## src/rtl/aib_avmm_cmd_bridge.sv

```systemverilog
// rtl/aib_avmm_cmd_bridge.sv - buffered register-command to AVMM master bridge
//
// Purpose: queues register commands from a valid/ready source in a small FIFO
// and issues them one at a time as AVMM reads/writes. Read data returns on a
// valid/ready response port. Waitrequest and rdatavalid timeouts keep a dead
// slave from hanging the config path.
//
// Ports:
//   avmm_clk, avmm_rst         clock, synchronous active-high reset
//   i_req_* / o_req_ready      command input (write flag, addr, wdata, byte_en)
//   o_rsp_* / i_rsp_ready      read response (rdata, err on timeout)
//   o_wr_timeout               sticky flag: a write was dropped on timeout
//   o_fifo_count               number of buffered commands
//   o_avmm_* / i_avmm_*        AVMM master interface

module aib_avmm_cmd_bridge #(
  parameter int ADDR_WIDTH = 8,
  parameter int FIFO_DEPTH = 4,
  parameter int TIMEOUT    = 64
) (
  input  logic                          avmm_clk,
  input  logic                          avmm_rst,
  input  logic                          i_req_valid,
  output logic                          o_req_ready,
  input  logic                          i_req_write,
  input  logic [ADDR_WIDTH-1:0]         i_req_addr,
  input  logic [31:0]                   i_req_wdata,
  input  logic [3:0]                    i_req_byte_en,
  output logic                          o_rsp_valid,
  input  logic                          i_rsp_ready,
  output logic [31:0]                   o_rsp_rdata,
  output logic                          o_rsp_err,
  output logic                          o_wr_timeout,
  output logic [$clog2(FIFO_DEPTH):0]   o_fifo_count,
  output logic                          o_avmm_write,
  output logic                          o_avmm_read,
  output logic [ADDR_WIDTH-1:0]         o_avmm_addr,
  output logic [31:0]                   o_avmm_wdata,
  output logic [3:0]                    o_avmm_byte_en,
  input  logic [31:0]                   i_avmm_rdata,
  input  logic                          i_avmm_rdatavalid,
  input  logic                          i_avmm_waitrequest
);

  localparam int PW = $clog2(FIFO_DEPTH);
  localparam int CW = PW + 1;
  localparam int TW = $clog2(TIMEOUT);
  localparam int EW = 1 + ADDR_WIDTH + 32 + 4;
  localparam logic [CW-1:0] FULL = CW'(FIFO_DEPTH);
  localparam logic [TW-1:0] TMAX = TW'(TIMEOUT - 1);

  typedef enum logic [1:0] {IDLE, ISSUE, WAIT_RD, RSP} state_t;

  state_t                state_q;
  logic [EW-1:0]         fifo_q [FIFO_DEPTH];
  logic [PW-1:0]         wr_ptr_q, rd_ptr_q;
  logic [CW-1:0]         count_q;
  logic [TW-1:0]         timer_q;
  logic                  cmd_write_q;
  logic                  avmm_write_q, avmm_read_q;
  logic [ADDR_WIDTH-1:0] avmm_addr_q;
  logic [31:0]           avmm_wdata_q;
  logic [3:0]            avmm_byte_en_q;
  logic                  rsp_valid_q, rsp_err_q, wr_timeout_q;
  logic [31:0]           rsp_rdata_q;

  logic                  push, pop;
  logic [EW-1:0]         head;

  assign o_req_ready = (count_q != FULL);
  assign push        = i_req_valid & o_req_ready;
  // Pop only while idle, so nothing new issues while a response is pending.
  assign pop         = (state_q == IDLE) && (count_q != '0);
  assign head        = fifo_q[rd_ptr_q];

  // FIFO storage carries no reset; only pointers and count define validity.
  always_ff @(posedge avmm_clk) begin
    if (!avmm_rst && push) begin
      fifo_q[wr_ptr_q] <= {i_req_write, i_req_addr, i_req_wdata, i_req_byte_en};
    end
  end

  always_ff @(posedge avmm_clk) begin
    if (avmm_rst) begin
      wr_ptr_q <= '0;
      rd_ptr_q <= '0;
      count_q  <= '0;
    end else begin
      if (push) wr_ptr_q <= wr_ptr_q + PW'(1);
      if (pop)  rd_ptr_q <= rd_ptr_q + PW'(1);
      if (push && !pop)      count_q <= count_q + CW'(1);
      else if (pop && !push) count_q <= count_q - CW'(1);
    end
  end

  always_ff @(posedge avmm_clk) begin
    if (avmm_rst) begin
      state_q        <= IDLE;
      timer_q        <= '0;
      cmd_write_q    <= 1'b0;
      avmm_write_q   <= 1'b0;
      avmm_read_q    <= 1'b0;
      avmm_addr_q    <= '0;
      avmm_wdata_q   <= '0;
      avmm_byte_en_q <= '0;
      rsp_valid_q    <= 1'b0;
      rsp_rdata_q    <= '0;
      rsp_err_q      <= 1'b0;
      wr_timeout_q   <= 1'b0;
    end else begin
      case (state_q)
        IDLE: begin
          if (pop) begin
            cmd_write_q    <= head[EW-1];
            avmm_addr_q    <= head[36 +: ADDR_WIDTH];
            avmm_wdata_q   <= head[35:4];
            avmm_byte_en_q <= head[3:0];
            avmm_write_q   <= head[EW-1];
            avmm_read_q    <= ~head[EW-1];
            timer_q        <= '0;
            state_q        <= ISSUE;
          end
        end
        ISSUE: begin
          if (!i_avmm_waitrequest) begin
            avmm_write_q <= 1'b0;
            avmm_read_q  <= 1'b0;
            timer_q      <= '0;
            if (cmd_write_q) begin
              state_q <= IDLE;
            end else if (i_avmm_rdatavalid) begin
              // Zero-latency slave: data arrives with the accept.
              rsp_rdata_q <= i_avmm_rdata;
              rsp_err_q   <= 1'b0;
              rsp_valid_q <= 1'b1;
              state_q     <= RSP;
            end else begin
              state_q <= WAIT_RD;
            end
          end else if (timer_q == TMAX) begin
            avmm_write_q <= 1'b0;
            avmm_read_q  <= 1'b0;
            if (cmd_write_q) begin
              wr_timeout_q <= 1'b1;
              state_q      <= IDLE;
            end else begin
              rsp_rdata_q <= '0;
              rsp_err_q   <= 1'b1;
              rsp_valid_q <= 1'b1;
              state_q     <= RSP;
            end
          end else begin
            timer_q <= timer_q + TW'(1);
          end
        end
        WAIT_RD: begin
          // Data beats expiry when both land in the same cycle.
          if (i_avmm_rdatavalid) begin
            rsp_rdata_q <= i_avmm_rdata;
            rsp_err_q   <= 1'b0;
            rsp_valid_q <= 1'b1;
            state_q     <= RSP;
          end else if (timer_q == TMAX) begin
            rsp_rdata_q <= '0;
            rsp_err_q   <= 1'b1;
            rsp_valid_q <= 1'b1;
            state_q     <= RSP;
          end else begin
            timer_q <= timer_q + TW'(1);
          end
        end
        RSP: begin
          if (i_rsp_ready) begin
            rsp_valid_q <= 1'b0;
            state_q     <= IDLE;
          end
        end
        default: state_q <= IDLE;
      endcase
    end
  end

  assign o_rsp_valid    = rsp_valid_q;
  assign o_rsp_rdata    = rsp_rdata_q;
  assign o_rsp_err      = rsp_err_q;
  assign o_wr_timeout   = wr_timeout_q;
  assign o_fifo_count   = count_q;
  assign o_avmm_write   = avmm_write_q;
  assign o_avmm_read    = avmm_read_q;
  assign o_avmm_addr    = avmm_addr_q;
  assign o_avmm_wdata   = avmm_wdata_q;
  assign o_avmm_byte_en = avmm_byte_en_q;

endmodule
```

## config.mk

```make
export PLATFORM = sky130hd
export DESIGN_NAME = aib_avmm_cmd_bridge
export DESIGN_NICKNAME = d
export VERILOG_FILES = /design/src/rtl/aib_avmm_cmd_bridge.sv
export SDC_FILE = /design/constraint.sdc
export NUM_CORES = 1
export LEC_CHECK = 0
export BUFFER_PORTS_ARGS = -buffer_cell sky130_fd_sc_hd__buf_4
export CELL_PAD_IN_SITES_DETAIL_PLACEMENT = 1
export CELL_PAD_IN_SITES_GLOBAL_PLACEMENT = 1
export CORE_MARGIN = 1
export CORE_UTILIZATION = 42
export CTS_CLUSTER_SIZE = 30
export DETAILED_ROUTE_END_ITERATION = 6
export PLACE_DENSITY = 0.76
export SETUP_SLACK_MARGIN = 0.3
export SYNTH_ARGS = -nofsm -noshare
export SYNTH_HDL_FRONTEND = slang
export SYNTH_SLANG_ARGS = --single-unit
```

## constraint.sdc

```tcl
create_clock -name avmm_clk -period 2.4 [get_ports avmm_clk]
set_clock_uncertainty 0.1 [all_clocks]
set_input_delay 0.6 -clock avmm_clk [delete_from_list [all_inputs] [get_ports avmm_clk]]
set_output_delay 0.6 -clock avmm_clk [all_outputs]
set_load 0.1 [all_outputs]
```

### Yosys cells after proc, flatten, opt, wreduce, memory -nomap -nowiden

Memory sizes are Yosys's and may differ from the RTL's. A register that Yosys moved wholly into a read port is not among the register bits.
Index checks and enable logic that the tools add are counted.

| storage, ports and cells | value |
|---|---|
| bits in registers | 97 |
| memory bits (writable) | 180 |
| input port bits | 83 |
| output and inout port bits | 85 |
| logic and storage cells | 106 |
| memories | 1 |

| cells by class | value |
|---|---|
| add/subtract/negate cells | 5 |
| equal/unequal tests | 13 |
| muxes and demuxes | 49 |
| bitwise logic cells | 2 |
| reduce and logical (&&, ||, !) cells | 21 |

Memory list:

| memory | depth | width | read ports | clocked after Yosys merged registers in | write ports | RTL line | text |
|---|---|---|---|---|---|---|---|
| fifo_q | 4 | 45 | 1 | 1 | 1 | 55 | `logic [EW-1:0] fifo_q [FIFO_DEPTH];` |

Operators with widths:

| kind | count |
|---|---|
| $mux 32 | 7 |
| $pmux 32 s2 | 1 |
| $mux 6 | 4 |
| $mux 2 | 10 |
| $mux 1 | 19 |
| $ne 3x3->1 const B | 6 |
| $pmux 6 s3 | 1 |
| $reduce_bool 3->1 | 3 |
| $pmux 2 s4 | 1 |
| $reduce_and 4->1 | 2 |
| $reduce_and 7->1 | 1 |
| $add 6x1->6 const B | 1 |
| $eq 6x6->1 const B | 1 |
| $mux 3 | 2 |
| $ne 2x2->1 const B | 3 |
| $pmux 1 s2 | 3 |
| $reduce_and 3->1 | 2 |
| $reduce_and 6->1 | 1 |
| $reduce_bool 2->1 | 3 |
| $add 2x1->2 const B | 2 |
| $eq 2x2->1 const B | 2 |
| $logic_and 1x1->1 | 4 |
| $add 3x1->3 const B | 1 |
| $logic_not 1->1 | 3 |
| 7 further kinds | 7 |

### Longest topological paths before layout

Gate-level depths: netlist of run 1.

| depth | value |
|---|---|
| depth after elaboration | 6 |
| gate-level depth with buffers | 11 |

### Worst setup path before layout of run 1

Ideal clock, no wire load.

| path | value |
|---|---|
| path type | reg-to-reg |
| start point | register count_q[0] (netlist: o_fifo_count[0]) |
| end point | memory fifo_q[0][0] (netlist bit) (enable) |
| setup time | 407 ps |
| data arrival time | 3,206 ps |
| data required time | 1,893 ps |
| path slack | -1,314 ps |
| stages on the path, launching flop included | 5 |
| buffers on the path | 0 |
| cells stage by stage | dfxtp_1 or3b_2 nand2_1 nor2_1 and2_1 |

| between the ends | value |
|---|---|
| word-level cells in the longest chain between the ends | 5 |

RTL lines:

| element | RTL line | text |
|---|---|---|
| from (decl) | 57 | `logic [CW-1:0] count_q;` |
| from (signal assigned) | 91 | `if (push && !pop) count_q <= count_q + CW'(1);` |
| from (signal assigned) | 92 | `else if (pop && !push) count_q <= count_q - CW'(1);` |
| $ne 3x3->1 | 70 | `assign o_req_ready = (count_q != FULL);` |
| named net o_req_ready | 24 | `output logic o_req_ready,` |
| $and 1x1->1 | 71 | `assign push = i_req_valid & o_req_ready;` |
| $logic_and 1x1->1 | 78 | `if (!avmm_rst && push) begin` |
| $mux 1 | 78 |  |
| $mux 1 (implied by the code) | 79 | `fifo_q[wr_ptr_q] <= {i_req_write, i_req_addr, i_req_wdata, i_req_byte_en};` |
| to (decl) | 55 |  |

The timed path passes the listed nets, and every way through them passes these cells.

### Worst setup path in the final report of run 1

| path | value |
|---|---|
| start point | register count_q[0] (netlist: o_fifo_count[0]) |
| end point | output port o_req_ready |

| between the ends | value |
|---|---|
| word-level cells in the longest chain between the ends | 1 |

RTL lines:

| element | RTL line |
|---|---|
| $ne 3x3->1 | 70 |
| to (decl) | 24 |

Every way passes these cells.

==> impl_metrics.env, run 1 <==
export IMPL_drv_cap=0
export IMPL_synth_avg_cell_area_um2=15.9
export IMPL_num_vias=6283
export IMPL_worstSetupPathType="reg2out"
export IMPL_io_buffer_count=167
export IMPL_hold_buffers=0
export IMPL_syn_area_um2=10300
export IMPL_ys_types=52
export IMPL_startpoint_type="flip-flop"
export IMPL_ys_warn_count=0
export IMPL_postSynth_asyncResetShare_pct=0
export IMPL_power_density_nw_per_um2=1330
export IMPL_irDropWorstVdd_mv=0.742
export IMPL_core_area_um2=24200
export IMPL_wl_per_cell_um=20.3
export IMPL_diodes=0
export IMPL_fillers=2329
export IMPL_grt_use_total_pct=19.3
export IMPL_first_pass_iters=4
export IMPL_clk_latency_ps=560
export IMPL_slew_headroom_pct=58.3
export IMPL_reg2reg_slack_ps=190
export IMPL_p_int_w=0.0105
export IMPL_clk_pin_slew_ps=60
export IMPL_cp_data_arrival_time_ps=1510
export IMPL_cts_inserted_buffers=30
export IMPL_post_dp_cell_area_um2=12100
export IMPL_cp_end_kind="output port"
export IMPL_fin_crit_ps=2210
export IMPL_die_w_um=159
export IMPL_cp_startpoint="o_fifo_count[0]"
export IMPL_max_stage_delay_ps=430
export IMPL_min_delay_path_class="in2reg"
export IMPL_fp_dieArea_um2=25300
export IMPL_finalSetupTns_ps=0
export IMPL_grt_overflow=0
export IMPL_rows=57
export IMPL_finalNetCount=948
export IMPL_status="finished, final reports clean"
export IMPL_htreeDepth=1
export IMPL_root_buffer="clkbuf_16"
export IMPL_r2r_end="o_fifo_count[2]"
export IMPL_tightest_slew_ps=625
export IMPL_netSwitchingFraction_pct=41.4
export IMPL_clock_fmax_mhz=452
export IMPL_die_h_um=159
export IMPL_clock_sinks=279
export IMPL_hold_ws_ps=135
export IMPL_finalCritPeriodShare_pct=92.2
export IMPL_drive_gt1_share_pct=37.2
export IMPL_yosys_register_bits=279
export IMPL_cp_slowest_cell="or3b_4"
export IMPL_leakage_nw=4.90
export IMPL_crit_reg2reg_launch="o_fifo_count[0]"
export IMPL_routed_via_density=5.24
export IMPL_r2r_cells=9
export IMPL_hold_viol=0
export IMPL_design_area_um2=13400
export IMPL_dominantRegCellSynth="edfxtp_1"
export IMPL_drv_slew=0
export IMPL_area_growth_syn_to_layout_pct=29.2
export IMPL_dp_hpwl_um=15100
export IMPL_p_sw_w=0.00738
export IMPL_syn_num_nets=746
export IMPL_endpoint="o_req_ready"
export IMPL_tritoncts="yes"
export IMPL_drt_wl_total_um=24300
export IMPL_ant_nets=0
export IMPL_ys_seq_area_share_pct=71.4
export IMPL_total_power_w=0.0178
export IMPL_crit_fanout=2
export IMPL_syn_inst=650
export IMPL_grt_pass1_wl_um=38200
export IMPL_start_util_pct=42.6
export IMPL_grt_pass1_vias=6795
export IMPL_critPathRequiredTime_ps=1700
export IMPL_clockBufferDepth=3
export IMPL_rsz0062_at_grt="yes"
export IMPL_gp_congestion=0.778
export IMPL_crit_chain="or3b_4 -> buf_12"
export IMPL_pwr_share_comb_pct=39.3
export IMPL_grt_max_degree=48
export IMPL_clkPwrFrac_pct=25.9
export IMPL_setup_violations=0
export IMPL_drt_iter0_markers=431
export IMPL_ios=168
export IMPL_pwr_share_seq_pct=34.8
export IMPL_drcViolationCount=0
export IMPL_antenna_found_initial=0
export IMPL_synth_edff_count=180
export IMPL_postLayoutCoreUtil_pct=55.1
[through the flow]
step,instances,setup slack (ps)
final,1200,188
after global routing,1200,93.8
after global placement,1125,188
after CTS,1189,174
after detailed placement,1125,82.0
after floorplan,650,23.7
[flip-flops by register name, summed over array words and instances (netlist names), 2 cells and up, named ones only]
signal and cells:
fifo_q 180, timer_q 6, wr_ptr_q 2, o_avmm_addr 8, rd_ptr_q 2, o_avmm_wdata 32
o_rsp_rdata 32, o_fifo_count 3, o_avmm_byte_en 4
[area by class of cell]
| type | instances | area (um^2) | share of cell area, % |
|---|---|---|---|
| clock buffers | 35 | 769 | 5.76 |
| clock inverters | 21 | 234 | 1.75 |
| inverters | 10 | 37.5 | 0.281 |
| multi-input cells | 327 | 2780 | 20.8 |
| flip-flops and latches | 279 | 7410 | 55.4 |
| well taps | 324 | 405 | 3.03 |
| repair buffers | 204 | 1730 | 12.9 |
[power groups by stage]
stage | sequential [W] | combinational (W) | clock (W)
after floorplan | 0.00924 | 0.00223 | 0
after global placement | 0.00630 | 0.00672 | 0
after detailed placement | 0.00633 | 0.00681 | 0
after CTS | 0.00622 | 0.00699 | 0.00472
after global routing | 0.00628 | 0.00735 | 0.00491
final | 0.00621 | 0.00700 | 0.00462
[metal layers]
layer  up-vias  track usage (%)  part of all wire, %
met2       185             34.0                   51
met4         0             4.76                  2.1
met1      3175             24.3                   41
met5         -                0                    0
li1       2887                -                    -
met3        36             4.13                  5.8
[cells in the final DEF, fill, tap and decap left out, types with 5 or more instances in the layout]
cell / Yosys / final
ha_1: 12 / 9
a21oi_1: 60 / 59
clkinv_1: 0 / 6
buf_4: 0 / 186
nand2_1: 95 / 94
nor2_1: 12 / 12
o21ai_0: 7 / 7
edfxtp_1: 180 / 180
a22o_1: 32 / 32
clkbuf_16: 0 / 30
dfxtp_1: 99 / 92
buf_12: 0 / 15
clkbuf_1: 13 / 5
dfxtp_4: 0 / 5
clkinv_2: 0 / 7
inv_1: 9 / 7
mux4_2: 45 / 45
[worst max-delay path: cells and delay by family (launching register included)]
kind	cells	cell delay, ps
buffers and inverters	1	180
and+or+nand+nor	1	430
DFF	1	340
[timing repair]
action                                  4_1_cts  5_1_grt
pin swaps                                     3        4
gates cloned                                  1        1
resized for setup                             8        4
setup buffers                                 7       10
endpoints found under the setup margin       34      103
[worst min-delay path by stage]
stage                           startpoint          endpoint  cells past startpoint
after global placement    o_avmm_wdata[19]  o_avmm_wdata[19]                      2
after CTS                    i_req_addr[7]     fifo_q[2][43]                      1
after global routing         i_req_addr[7]     fifo_q[1][43]                      1
after detailed placement  o_avmm_wdata[17]  o_avmm_wdata[17]                      2
final                        i_req_addr[7]     fifo_q[2][43]                      1
after floorplan                wr_ptr_q[1]       wr_ptr_q[1]                      2
[cell families after synthesis]
group           after synthesis  synth area share [%]
fa+ha+maj                    13                  1.65
mux                          46                  9.90
flops                       279                  71.4
compound gates              118                  7.71
xor+xnor                      5                 0.424
buf+inv                      46                  2.46
simple gates                143                  6.44
[synthesized netlist by cell type, types with 5 or more instances]
cell type / count / share of area [%]
mux4_2: 45 / 9.8
buf_6: 5 / 0.54
buf_2: 7 / 0.34
buf_1: 7 / 0.25
edfxtp_1: 180 / 52
ha_1: 12 / 1.5
nand2_1: 95 / 3.4
o21ai_0: 7 / 0.34
nor2_1: 12 / 0.44
and2_1: 5 / 0.30
inv_1: 9 / 0.33
dfxtp_1: 99 / 19
clkbuf_1: 13 / 0.47
a22o_1: 32 / 2.7
a21oi_1: 60 / 2.9
Note: power is estimated with default switching activity, not from simulation.
==> run 2, diff against run 1 <==
- CORE_UTILIZATION: 42 -> 45
- PLACE_DENSITY: 0.76 -> 0.78
- clock period: 2.4 -> 2.2 ns (I/O delays scaled with it)
==> impl_metrics.env, run 2 (same netlist as run 1, synthesis figures left out) <==
export IMPL_final_cell_mix="edfxtp_1, buf_4, nand2_1"
export IMPL_clk_latency_ps=570
export IMPL_first_pass_iters=5
export IMPL_crit_chain="or3b_4 -> buf_12"
export IMPL_fp_dieArea_um2=23600
export IMPL_cp_end_kind="output port"
export IMPL_crit_fanout=6
export IMPL_grt_max_degree=48
export IMPL_largest_reg_flops=180
export IMPL_setup_ws_ps=34.9
export IMPL_finalSetupTns_ps=0
export IMPL_clockBufferDepth=3
export IMPL_routed_via_density=5.58
export IMPL_root_buffer="clkbuf_16"
export IMPL_num_vias=6491
export IMPL_setup_violations=0
export IMPL_ant_nets=0
export IMPL_grt_overflow=0
export IMPL_hold_viol=0
export IMPL_tightest_slew_ps=623
export IMPL_postLayoutCoreUtil_pct=59.9
export IMPL_top_register="fifo_q"
export IMPL_cp_slowest_cell="or3b_4"
export IMPL_grt_use_total_pct=22.5
export IMPL_rsz0062_at_grt="yes"
export IMPL_crit_family="simple AND/OR/NAND/NOR gates"
export IMPL_dp_hpwl_um=15900
export IMPL_worstSetupPathType="reg2out"
export IMPL_drt_iter0_markers=315
export IMPL_status="finished, final reports clean"
export IMPL_drv_cap=0
export IMPL_finalCritPeriodShare_pct=98.4
export IMPL_grt_pass1_vias=6975
export IMPL_rows=55
export IMPL_htreeDepth=1
export IMPL_wl_per_cell_um=22.6
export IMPL_core_area_um2=22600
export IMPL_startpoint_type="flip-flop"
export IMPL_cts_inserted_buffers=28
export IMPL_power_density_nw_per_um2=1460
export IMPL_antenna_found_initial=0
export IMPL_diodes=0
export IMPL_drt_wl_total_um=26300
export IMPL_die_h_um=154
export IMPL_tritoncts="yes"
export IMPL_gp_congestion=0.831
export IMPL_irDropWorstVdd_mv=1.71
export IMPL_ios=168
export IMPL_cp_num_buf_inv=1
export IMPL_cp_data_arrival_time_ps=1520
export IMPL_finalNetCount=952
export IMPL_critPathRequiredTime_ps=1550
export IMPL_io_buffer_count=167
export IMPL_die_w_um=154
export IMPL_total_power_w=0.0197
export IMPL_drcViolationCount=0
export IMPL_clk_pin_slew_ps=60
export IMPL_drv_slew=0
export IMPL_clock_sinks=279
export IMPL_max_stage_delay_ps=410
export IMPL_grt_pass1_wl_um=40400
export IMPL_leakage_nw=4.94
export IMPL_fin_crit_ps=2170
export IMPL_min_delay_path_class="in2reg"
export IMPL_final_common_cell="edfxtp_1"
export IMPL_post_place_ws_ps=-134
export IMPL_clock_fmax_mhz=462
export IMPL_start_util_pct=45.8
export IMPL_area_growth_syn_to_layout_pct=30.7
export IMPL_slew_headroom_pct=58.5
export IMPL_drive_gt1_share_pct=39.3
## run 2: cell types whose count changed in the layout (fill, tap and decap cells not counted), sizes merged
| cell | previous run | this run |
|---|---|---|
| o22ai | 2 | 1 |
| clkinv | 17 | 13 |
| clkbuf | 35 | 31 |
| buf | 204 | 210 |
| clkinvlp | 0 | 5 |
## run 2: final timing paths
check	start	depth (start not counted)	slack, ps	end
max	o_fifo_count[1]	2	30	o_req_ready
max reg2reg	state_q[0]	10	50	o_fifo_count[2]
min reg2reg	o_avmm_wdata[0]	2	360	o_avmm_wdata[0]
min	i_req_byte_en[3]	1	90	fifo_q[2][3]
## run 2: area by class of cell
type,count,area [um^2]
Tap cell,285,357
Fill cell,2094,9060
Inverter,10,37.5
Timing Repair Buffer,211,1930
Sequential cell,279,7410
Multi-Input combinational cell,326,2830
Clock inverter,22,244
Clock buffer,30,708
## run 2: per-layer routing
| layer | track usage (%) | share of wire (%) | vias up |
|---|---|---|---|
| li1 | - | - | 2898 |
| met1 | 27.4 | 40 | 3324 |
| met2 | 40.1 | 52 | 227 |
| met3 | 4.03 | 5.5 | 42 |
| met4 | 8.05 | 2.6 | 0 |
| met5 | 0 | 0 | - |
## run 2: metrics by stage
step | area [um^2] | hold WS [ps] | instances
after floorplan | 10400 | 369 | 650
after global placement | 12100 | 345 | 1088
after detailed placement | 12100 | 350 | 1088
after CTS | 13400 | 63.9 | 1156
after global routing | 13500 | 68.0 | 1163
final | 13500 | 85.0 | 1163
## run 2: what timing repair did
action	4_1_cts	5_1_grt
endpoints found under the setup margin	105	258
hold buffers	0	0
hold endpoints to repair	0	0
gates resized for setup	37	16
buffers inserted	15	7
pin swaps	5	4
cloned	1	0
## run 2: report_power, final
part | switching (W) | internal (W)
combinational | 0.00575 | 0.00230
sequential | 0.000455 | 0.00631
clock | 0.00203 | 0.00282
==> run 3, diff against run 2 <==
- ABC_AREA: unset -> 1
- CORE_MARGIN: 1 -> unset
- CORE_UTILIZATION: 45 -> 44
- PLACE_DENSITY: 0.78 -> unset
- PLACE_DENSITY_LB_ADDON: unset -> 0.1
==> impl_metrics.env, run 3 <==
export IMPL_gp_congestion=0.737
export IMPL_crit_chain="inv_4 -> nand3_4 -> buf_12"
export IMPL_r2r_end="o_rsp_rdata[8]"
export IMPL_routed_via_density=5.40
export IMPL_die_h_um=163
export IMPL_setup_violations=0
export IMPL_yosys_register_bits=279
export IMPL_first_pass_iters=4
export IMPL_die_w_um=163
export IMPL_start_util_pct=44.9
export IMPL_wl_met2_um=15700
export IMPL_clockBufferDepth=3
export IMPL_dominantRegCellSynth="edfxtp_1"
export IMPL_tritoncts="yes"
export IMPL_grt_pass1_wl_um=46000
export IMPL_cp_data_arrival_time_ps=1250
export IMPL_crit_fanout=4
export IMPL_cp_slowest_cell="dfxtp_4"
export IMPL_final_cell_mix="nor2_1, buf_4, edfxtp_1"
export IMPL_drive_gt1_share_pct=23.6
export IMPL_wl_met1_um=12800
export IMPL_multi_input_area_um2=3440
export IMPL_rsz0062_at_grt="yes"
export IMPL_worstHoldPathCells=1
export IMPL_ant_nets=0
export IMPL_maxUsedRoutingLayer="met4"
export IMPL_htreeDepth=1
export IMPL_num_vias=8652
export IMPL_largest_reg_flops=180
export IMPL_synth_edff_count=180
export IMPL_grt_pass1_vias=8823
export IMPL_drv_slew=0
export IMPL_r2r_cells=10
export IMPL_grt_overflow=0
export IMPL_rows=58
export IMPL_status="finished, final reports clean"
export IMPL_slew_headroom_pct=70.2
export IMPL_syn_num_nets=1180
export IMPL_core_area_um2=25300
export IMPL_clock_fmax_mhz=525
export IMPL_seq_area_um2=7410
export IMPL_syn_inst=1084
export IMPL_antenna_found_initial=0
export IMPL_fin_crit_ps=1900
export IMPL_max_stage_delay_ps=350
export IMPL_syn_area_um2=11300
export IMPL_dr_wl_met3_um=1350
export IMPL_finalSetupTns_ps=0
export IMPL_area_growth_syn_to_layout_pct=25.6
export IMPL_synth_avg_cell_area_um2=10.5
export IMPL_fillers=2753
export IMPL_hold_path_startpoint="i_req_byte_en[3]"
export IMPL_postSynth_asyncResetShare_pct=0
export IMPL_finalNetCount=1349
export IMPL_drt_iter0_markers=576
export IMPL_fp_dieArea_um2=26400
export IMPL_leakage_nw=5.45
export IMPL_synth_largest_area_cell="edfxtp_1"
export IMPL_io_buffer_count=167
export IMPL_crit_reg2reg_launch="state_q[0]"
export IMPL_clock_sinks=279
export IMPL_min_delay_path_class="in2reg"
export IMPL_startpoint_type="flip-flop"
export IMPL_final_common_cell="nor2_1"
export IMPL_worstSetupPathType="reg2out"
export IMPL_drv_cap=0
export IMPL_clk_pin_slew_ps=60
export IMPL_hold_ws_ps=110
export IMPL_irDropWorstVdd_mv=1.01
export IMPL_hold_viol=0
export IMPL_root_buffer="clkbuf_16"
export IMPL_grt_max_degree=91
export IMPL_top_register="fifo_q"
export IMPL_reg2reg_slack_ps=330
export IMPL_cts_inserted_buffers=29
export IMPL_grt_use_total_pct=22.2
export IMPL_yosys_top_cells_area="edfxtp_1, dfxtp_1, nor2_1"
export IMPL_worstHoldEndpoint="fifo_q[1][3]"
export IMPL_dp_hpwl_um=18100
export IMPL_ios=168
export IMPL_ys_warn_count=0
export IMPL_synth_top_area_share_pct=47.7
export IMPL_diodes=0
export IMPL_tightest_slew_ps=448
export IMPL_clk_latency_ps=540
export IMPL_finalCritPeriodShare_pct=86.5
export IMPL_wl_per_cell_um=19.0
export IMPL_drt_wl_total_um=30400
export IMPL_synth_most_common_cell="nor2_1"
export IMPL_ys_seq_area_share_pct=65.1
export IMPL_netlist_top_cells_count="nor2_1, edfxtp_1, o21ai_0"
export IMPL_hold_buffers=0
export IMPL_drcViolationCount=0
export IMPL_power_density_nw_per_um2=1480
export IMPL_cp_end_kind="output port"
export IMPL_critPathRequiredTime_ps=1550
export IMPL_ys_types=32
==> run 3: cell types whose count changed after synthesis, sizes merged, moves of 32 or more <==
cell	before	now
mux4	45	0
nor2	12	208
a22o	32	0
inv	10	65
o22ai	1	44
nand3	3	78
clkbuf	14	48
o21ai	7	144
o31ai	0	32
==> run 3: what timing repair did <==
item	CTS	global route
gates resized for setup	14	24
setup buffers	6	9
endpoints found under the setup margin	89	49
pin swaps	2	10
cloned	0	4
==> run 3: area by class of cell <==
type                            count  area share [%]
Sequential cell                   279            52.0
Multi-Input combinational cell    669            24.2
Timing Repair Buffer              208            12.5
Clock buffer                       37            5.52
Tap cell                          330            2.90
Inverter                           65            1.84
Clock inverter                     14            1.04
Timing Repair inverter              1          0.0439
==> run 3: power breakdown <==
part           switching (W)  internal, W
combinational        0.00703      0.00252
sequential          0.000413      0.00633
clock                0.00199      0.00286
==> run 3: per-layer routing <==
layer | global-route usage (%) | up-vias
li1 | - | 4113
met1 | 26.8 | 4317
met2 | 41.0 | 179
met3 | 3.23 | 43
met4 | 5.99 | 0
met5 | 0 | -
==> run 3: logic make-up after synthesis <==
family	synth area share, %
compound gates	13.3
xor+xnor	0.155
fa+ha+maj	1.50
buf+inv	5.99
flops	65.1
simple gates	13.9
==> run 3: worst max path at each step <==
stage / start / endpoint / depth (start not counted)
2_1_floorplan: o_fifo_count[0] / fifo_q[0][0] / 6
5_1_grt: state_q[0] / o_rsp_rdata[12] / 10
3_3_place_gp: state_q[0] / o_fifo_count[2] / 11
3_5_place_dp: flip-flop / o_rsp_rdata[24] / 10
4_1_cts: o_fifo_count[1] / o_req_ready / 3
6_report: o_fifo_count[0] / o_req_ready / 3
==> run 3: worst max-delay path: cells and delay by family, from the launching register on <==
kind,cells,cell delay [ps]
buffers and inverters,2,260
DFF,1,350
and+or+nand+nor,1,100
==> run 3: per-stage QoR <==
step                      setup WS [ps]  instances  instance area [um^2]  utilization (%)  power [W]
after CTS                           268       1590                 14000             55.6     0.0209
after detailed placement            130       1533                 13000             51.5     0.0158
after global routing                204       1603                 14200             56.4     0.0221
final                               297       1603                 14200             56.4     0.0211
after floorplan                    -195       1084                 11400                -     0.0135
after global placement              182       1533                 13000             51.5     0.0157
